### src/rtl/error_injector.sv
// Single-stage fault injector: flips at most one bit per word (PASS/RANDOM/BURST/WALK), 1-cycle latency.
// Stalls when the output register is full and out_ready is low; the LFSR advances only on accepted words.
module error_injector #(
  parameter int          N    = 8,
  parameter logic [15:0] SEED = 16'hACE1
) (
  input  logic         clk,
  input  logic         reset,
  input  logic [1:0]   mode,
  input  logic [7:0]   rate,
  input  logic [3:0]   burst_len,
  input  logic         in_valid,
  output logic         in_ready,
  input  logic [N-1:0] in_data,
  output logic         out_valid,
  input  logic         out_ready,
  output logic [N-1:0] out_data,
  output logic [N-1:0] out_flip_mask,
  output logic [15:0]  err_count
);

  localparam int          PW       = $clog2(N);
  localparam logic [15:0] SEED_EFF = (SEED == 16'h0000) ? 16'h0001 : SEED;
  localparam logic [PW-1:0] LAST   = PW'(N - 1);
  localparam logic [7:0]  N8       = 8'(N);
  localparam logic [N-1:0] ONE     = {{(N-1){1'b0}}, 1'b1};

  localparam logic [1:0] MODE_PASS   = 2'b00;
  localparam logic [1:0] MODE_RANDOM = 2'b01;
  localparam logic [1:0] MODE_BURST  = 2'b10;
  localparam logic [1:0] MODE_WALK   = 2'b11;

  typedef enum logic {IDLE, BURST} state_t;

  state_t        state_q, state_d;
  logic [3:0]    rem_q, rem_d;
  logic [PW-1:0] bpos_q, bpos_d;
  logic [PW-1:0] wptr_q, wptr_d;
  logic [15:0]   lfsr_q, lfsr_nxt;
  logic [N-1:0]  mask;
  logic [PW-1:0] pos_rand;
  logic          trigger;
  logic          accept;

  function automatic logic [PW-1:0] inc_mod(input logic [PW-1:0] p);
    return (p == LAST) ? '0 : p + PW'(1);
  endfunction

  assign in_ready = !out_valid || out_ready;
  assign accept   = in_valid && in_ready;
  assign trigger  = (rate == 8'hFF) || (lfsr_q[7:0] < rate);
  assign pos_rand = PW'(lfsr_q[15:8] % N8);
  assign lfsr_nxt = {1'b0, lfsr_q[15:1]} ^ (lfsr_q[0] ? 16'hB400 : 16'h0000);

  always_comb begin
    mask    = '0;
    state_d = state_q;
    rem_d   = rem_q;
    bpos_d  = bpos_q;
    wptr_d  = wptr_q;
    if (accept) begin
      // Any non-BURST word aborts a burst in progress.
      state_d = IDLE;
      rem_d   = '0;
      case (mode)
        MODE_RANDOM: begin
          if (trigger) mask = ONE << pos_rand;
        end
        MODE_BURST: begin
          if (state_q == BURST) begin
            mask    = ONE << bpos_q;
            bpos_d  = inc_mod(bpos_q);
            rem_d   = rem_q - 4'd1;
            state_d = (rem_q == 4'd1) ? IDLE : BURST;
          end else begin
            if (trigger) mask = ONE << pos_rand;
            if (trigger && burst_len != 4'd0) begin
              state_d = BURST;
              rem_d   = burst_len;
              bpos_d  = inc_mod(pos_rand);
            end
          end
        end
        MODE_WALK: begin
          mask   = ONE << wptr_q;
          wptr_d = inc_mod(wptr_q);
        end
        default: mask = '0;
      endcase
    end
  end

  always_ff @(posedge clk) begin
    if (reset) begin
      state_q       <= IDLE;
      rem_q         <= '0;
      bpos_q        <= '0;
      wptr_q        <= '0;
      lfsr_q        <= SEED_EFF;
      out_valid     <= 1'b0;
      out_data      <= '0;
      out_flip_mask <= '0;
      err_count     <= '0;
    end else begin
      state_q <= state_d;
      rem_q   <= rem_d;
      bpos_q  <= bpos_d;
      wptr_q  <= wptr_d;
      if (accept) begin
        lfsr_q        <= lfsr_nxt;
        out_valid     <= 1'b1;
        out_data      <= in_data ^ mask;
        out_flip_mask <= mask;
        if ((|mask) && err_count != 16'hFFFF) err_count <= err_count + 16'd1;
      end else if (out_ready) begin
        out_valid <= 1'b0;
      end
    end
  end

endmodule

### config.mk
export PLATFORM = sky130hd
export DESIGN_NAME = error_injector
export DESIGN_NICKNAME = d
export VERILOG_FILES = /design/src/rtl/error_injector.sv
export SDC_FILE = /design/constraint.sdc
export NUM_CORES = 1
export LEC_CHECK = 0
export CAP_MARGIN = 0
export CELL_PAD_IN_SITES_DETAIL_PLACEMENT = 0
export CELL_PAD_IN_SITES_GLOBAL_PLACEMENT = 1
export CORE_ASPECT_RATIO = 1.25
export CORE_UTILIZATION = 42
export CTS_CLUSTER_DIAMETER = 200
export DETAILED_ROUTE_END_ITERATION = 16
export PLACE_DENSITY_LB_ADDON = 0.1
export SLEW_MARGIN = 10
export SYNTH_ARGS = -nofsm -noshare
export SYNTH_HDL_FRONTEND = slang
export SYNTH_SLANG_ARGS = --single-unit
### constraint.sdc
create_clock -name clk -period 7.21 [get_ports clk]
set_clock_uncertainty 0.2 [all_clocks]
set_input_delay 2.163 -clock clk [delete_from_list [all_inputs] [get_ports clk]]
set_output_delay 2.163 -clock clk [all_outputs]
set_load 0.03 [all_outputs]
; Word-level counts from Yosys, hierarchy flattened
; Index checks and enable logic that the tools add are counted.
[word_totals]
reg_bits = 60
elab_cells = 61
output_inout_bits = 34
input_bits = 26
[classes]
mux = 19
magnitude_cmp = 1
n_bitwise = 2
shift = 3
eq_ne = 9
n_reduce_logical = 13
n_addsub = 5
[ops]
columns = op, count
row1 = 2-to-1 mux 8 bit, 3
row2 = case mux 8 bit (3 select lines), 1
row3 = "<< shifter 1 x 3 -> 8 bit, first input constant", 3
row4 = "adder 16 x 1 -> 16 bit, second input constant", 1
row5 = 2-to-1 mux 16 bit, 1
row6 = "inequality test 16 bit, second input constant", 1
row7 = bitwise XOR 15 x 16 -> 16 bit, 1
row8 = 2-to-1 mux 3 bit, 5
row9 = 2-to-1 mux 4 bit, 3
row10 = "adder 3 x 1 -> 3 bit, second input constant", 3
row11 = "equality test 3 bit, second input constant", 3
row12 = "equality test 8 bit, second input constant", 1
row13 = less-than comparator 8 bit, 1
row14 = OR reduction 8 bit, 1
row15 = bitwise XOR 8 bit, 1
row16 = 2-to-1 mux 1 bit, 6
row17 = "equality test 2 bit, second input constant", 2
row18 = "equality test 4 x 1 -> 1 bit, second input constant", 1
row19 = AND reduction 2 bit, 2
row20 = nonzero test 2 bit, 2
row21 = nonzero test 4 bit, 1
row22 = "subtractor 4 x 1 -> 4 bit, second input constant", 1
row23 = logical AND 1 bit, 3
row24 = AND reduction 3 bit, 1
row25 = other kinds (3), 4

; Logic depth before layout (Yosys ltp)
[logic_depth]
ltp_word = 9
mapped_depth = 13
mapped_depth_nobuf = 10

; Worst setup path after synthesis
; No wires, ideal clock.
[synth_path]
path_kind = input to output
start = input out_ready
end = output in_ready
arrival_ps = 2489
required_time_ps = 4847
n_path_buf = 0
path_stages = 1
setup_slack_ps = 2358
cell_sequence = nand2b_1
[synth_via]
elab_chain_len = 1
[synth_rtl]
columns = item, line
row1 = "start, declared", 16  ; input logic out_ready,
row2 = logical OR 1 bit, 49  ; assign in_ready = !out_valid || out_ready;
row3 = "end, declared", 13  ; output logic in_ready,
; No other way between the ends.

; Final worst setup path
; Same ends and word-level chain as after synthesis.

==> impl_results.md <==
- Worst EP arrival: 3.47 ns
- Hold buffer count at cts: 0
- Final WS setup: 1.37 ns
- Met3 WL: 285 um
- H-tree levels: 3
- Top layer reached by signal wires: met4
- First-pass GRT wire length: 14400 um
- Number of distinct library cells after synthesis: 54
- Mapped Nets: 489
- Most common cell after layout, fill and taps aside: dfxtp_1
- Dpl cell area: 0.00410 sq mm
- Synth Cell Area: 0.00349 sq mm
- Hold crit path type: reg2reg
- Die Span X: 83.5 um
- Root Driver: clkbuf_8
- Largest delay share family, worst path: buffers and inverters
- Yosys reg bits: 60
- Clk buf depth: 2
- Crit path capture type: output port
- Die Area: 0.00868 sq mm
- Max Fclk: 0.171 GHz
- Slowest CP cell: clkdlybuf4s50_1
- Endpoints failing setup: 0
- Max_cap viols: 0
- GP Congestion: 0.828
- Startpoint types: input port
- Initial core utilization: 0.440
- DR iter-0 viols: 180
- Worst-Margin Slew: 1.11 ns
- Crit path cell chain: clkdlybuf4s50_1 -> nand2b_1 -> clkdlybuf4s50_1
- Reg-to-reg slack, setup: 3.91 ns
- Total power: 815 uW
- Via density: 5.40
- Post-CTS Resized: 0
- Crit path kind: in2out
- Buf+Inv Stages, Crit Path: 2
- Cell area after layout: 0.00431 sq mm
- Final worst path period need: 5.84 ns
- GRT overflow: 0
- Most used DFF post-synth: dfxtp_1
- Util after Layout: 0.544
- Yosys top cell area share: 0.344
- Fin. Hold Viols: 0
- Areal power density over the cells: 189 mW/mm^2
- # DRC: 0
- Ys async rst share: 0
- Post-DP HPWL: 5900 um
- Commonest cells after routing, fill and taps aside: dfxtp_1, clkdlybuf4s50_1, nand2_1, a21oi_1, nor2_1
- Crit-path max FO: 5
- RSZ-0062 raised after global routing: no
- Worst VDD drop: 0.109 mV
- Number of synthesized flops with an enable pin: 0
- Final ANT Viol Nets: 0
- Slew HR: 0.257
- DIE HEIGHT: 104 um
- Vias in the first global route: 3081
- Initial DRT Pass Iterations: 4
- WP data required: 4.85 ns
- Wire per inst: 14.3 um
- # diodes: 0
- Area of the core: 0.00793 sq mm
- Largest net degree at the start of global routing: 64
- Clock-pin slew on the worst setup and hold paths: 0.06 ns
- Antenna violations before repair: 0
- Cells after Synth: 435
- Wl on met1: 3820 um
- Filler cells: 791
- Status: completed
- Setup TNS: 0 ns
- TritonCTS clock tree: done
- Largest area contributor in the netlist: dfxtp_1
- Max stage delay on crit path: 0.70 ns
- TritonCTS Buffers: 9
- Met2 wire length: 4080 um
- Final WL: 8280 um
- Io pins: 60
- Clock latency on the worst-skew pair: 0.34 ns
- CTS Sinks: 60
- PortBufs: 59
- Site Rows: 36
- Area grow syn2layout: 23.4%
- Final Max Tran Viols: 0
- Synth top area cells: dfxtp_1, ha_1, a21oi_1, nand2_1, nor2_1
- Fin nets: 537
- Vias: 3139
- CP most frequent cell: clkdlybuf4s50_1
- Dpl ws: 1.37 ns
- Period utilization: 0.810
- All-Layer GR Usage: 0.203
- LEAKAGE: 0.00164 uW
- Seq/Total Area, Yosys: 0.344
- Yosys warning count: 0
- Mean Syn Cell Area: 8.02 sq um
- Share of cells above drive strength 1: 0.0535
- Post-CTS Setup Inserts: 0
## routing by layer
layer  global-route usage  vias up
li1                     -     1617
met5                    0        -
met3               0.0460        7
met2                0.352       54
met1                0.250     1461
met4               0.0581        0
## flip-flops by register name (all words and copies together) (netlist names)
signal,count
out_flip_mask,8
bpos_q,3
out_valid,1
state_q,1
lfsr_q,16
err_count,16
wptr_q,3
rem_q,4
out_data,8
## stage by stage
stage	hold slack [ns]	cells
finish	0.254	581
detailed placement	0.249	567
global placement	0.240	567
CTS	0.258	581
global route	0.274	581
floorplan	0.232	435
## final timing paths
path	from	endpoint	depth (start not counted)
min	out_flip_mask[5]	out_flip_mask[5]	2
max reg2reg	state_q	err_count[10]	9
max	out_ready	in_ready	3
min reg2reg	out_flip_mask[5]	out_flip_mask[5]	2
## cells by family (layout without fill, tap and decap cells)
group / Yosys count / count (layout) / share of synthesized area
buffers and inverters: 50 / 101 / 0.0606
XOR/XNOR: 14 / 14 / 0.0351
adder cells (fa/ha/maj): 28 / 28 / 0.100
multiplexers: 7 / 7 / 0.0208
AND/OR/NAND/NOR: 162 / 162 / 0.224
flip-flops: 60 / 60 / 0.344
AO/OA/AOI/OAI: 114 / 114 / 0.215
## where the power goes
part           total, uW  internal [uW]  switching [uW]
logic                133           56.7            76.0
clock network        323            194             129
registers            360            346            13.8
## synth_stat cells (all sizes together), types with 6 or more instances
master	instances
inv	25
a21oi	46
nand2b	7
dfxtp	60
buf	7
nor3	10
xnor2	7
nand2	51
nand3b	6
o21ai	23
or3	9
nand3	13
nor2	41
a211oi	13
clkbuf	18
ha	28
xor2	7
## area by class of cell
cell class / instances / area [sq um] / share of cell area
clock buffers: 13 / 179 / 0.0415
clock inverters: 1 / 30.0 / 0.00697
inverters: 25 / 93.8 / 0.0218
multi-input cells: 325 / 2080 / 0.482
flip-flops and latches: 60 / 1200 / 0.279
well taps: 95 / 119 / 0.0276
repair buffers: 62 / 608 / 0.141
## worst min-delay path, cell delays in order (launching register included)
cell and delay (ns):
dfxtp_1 0.31, nand2_1 0.05, a21oi_1 0.05
No activity file was read; power rests on OpenSTA's default activity.
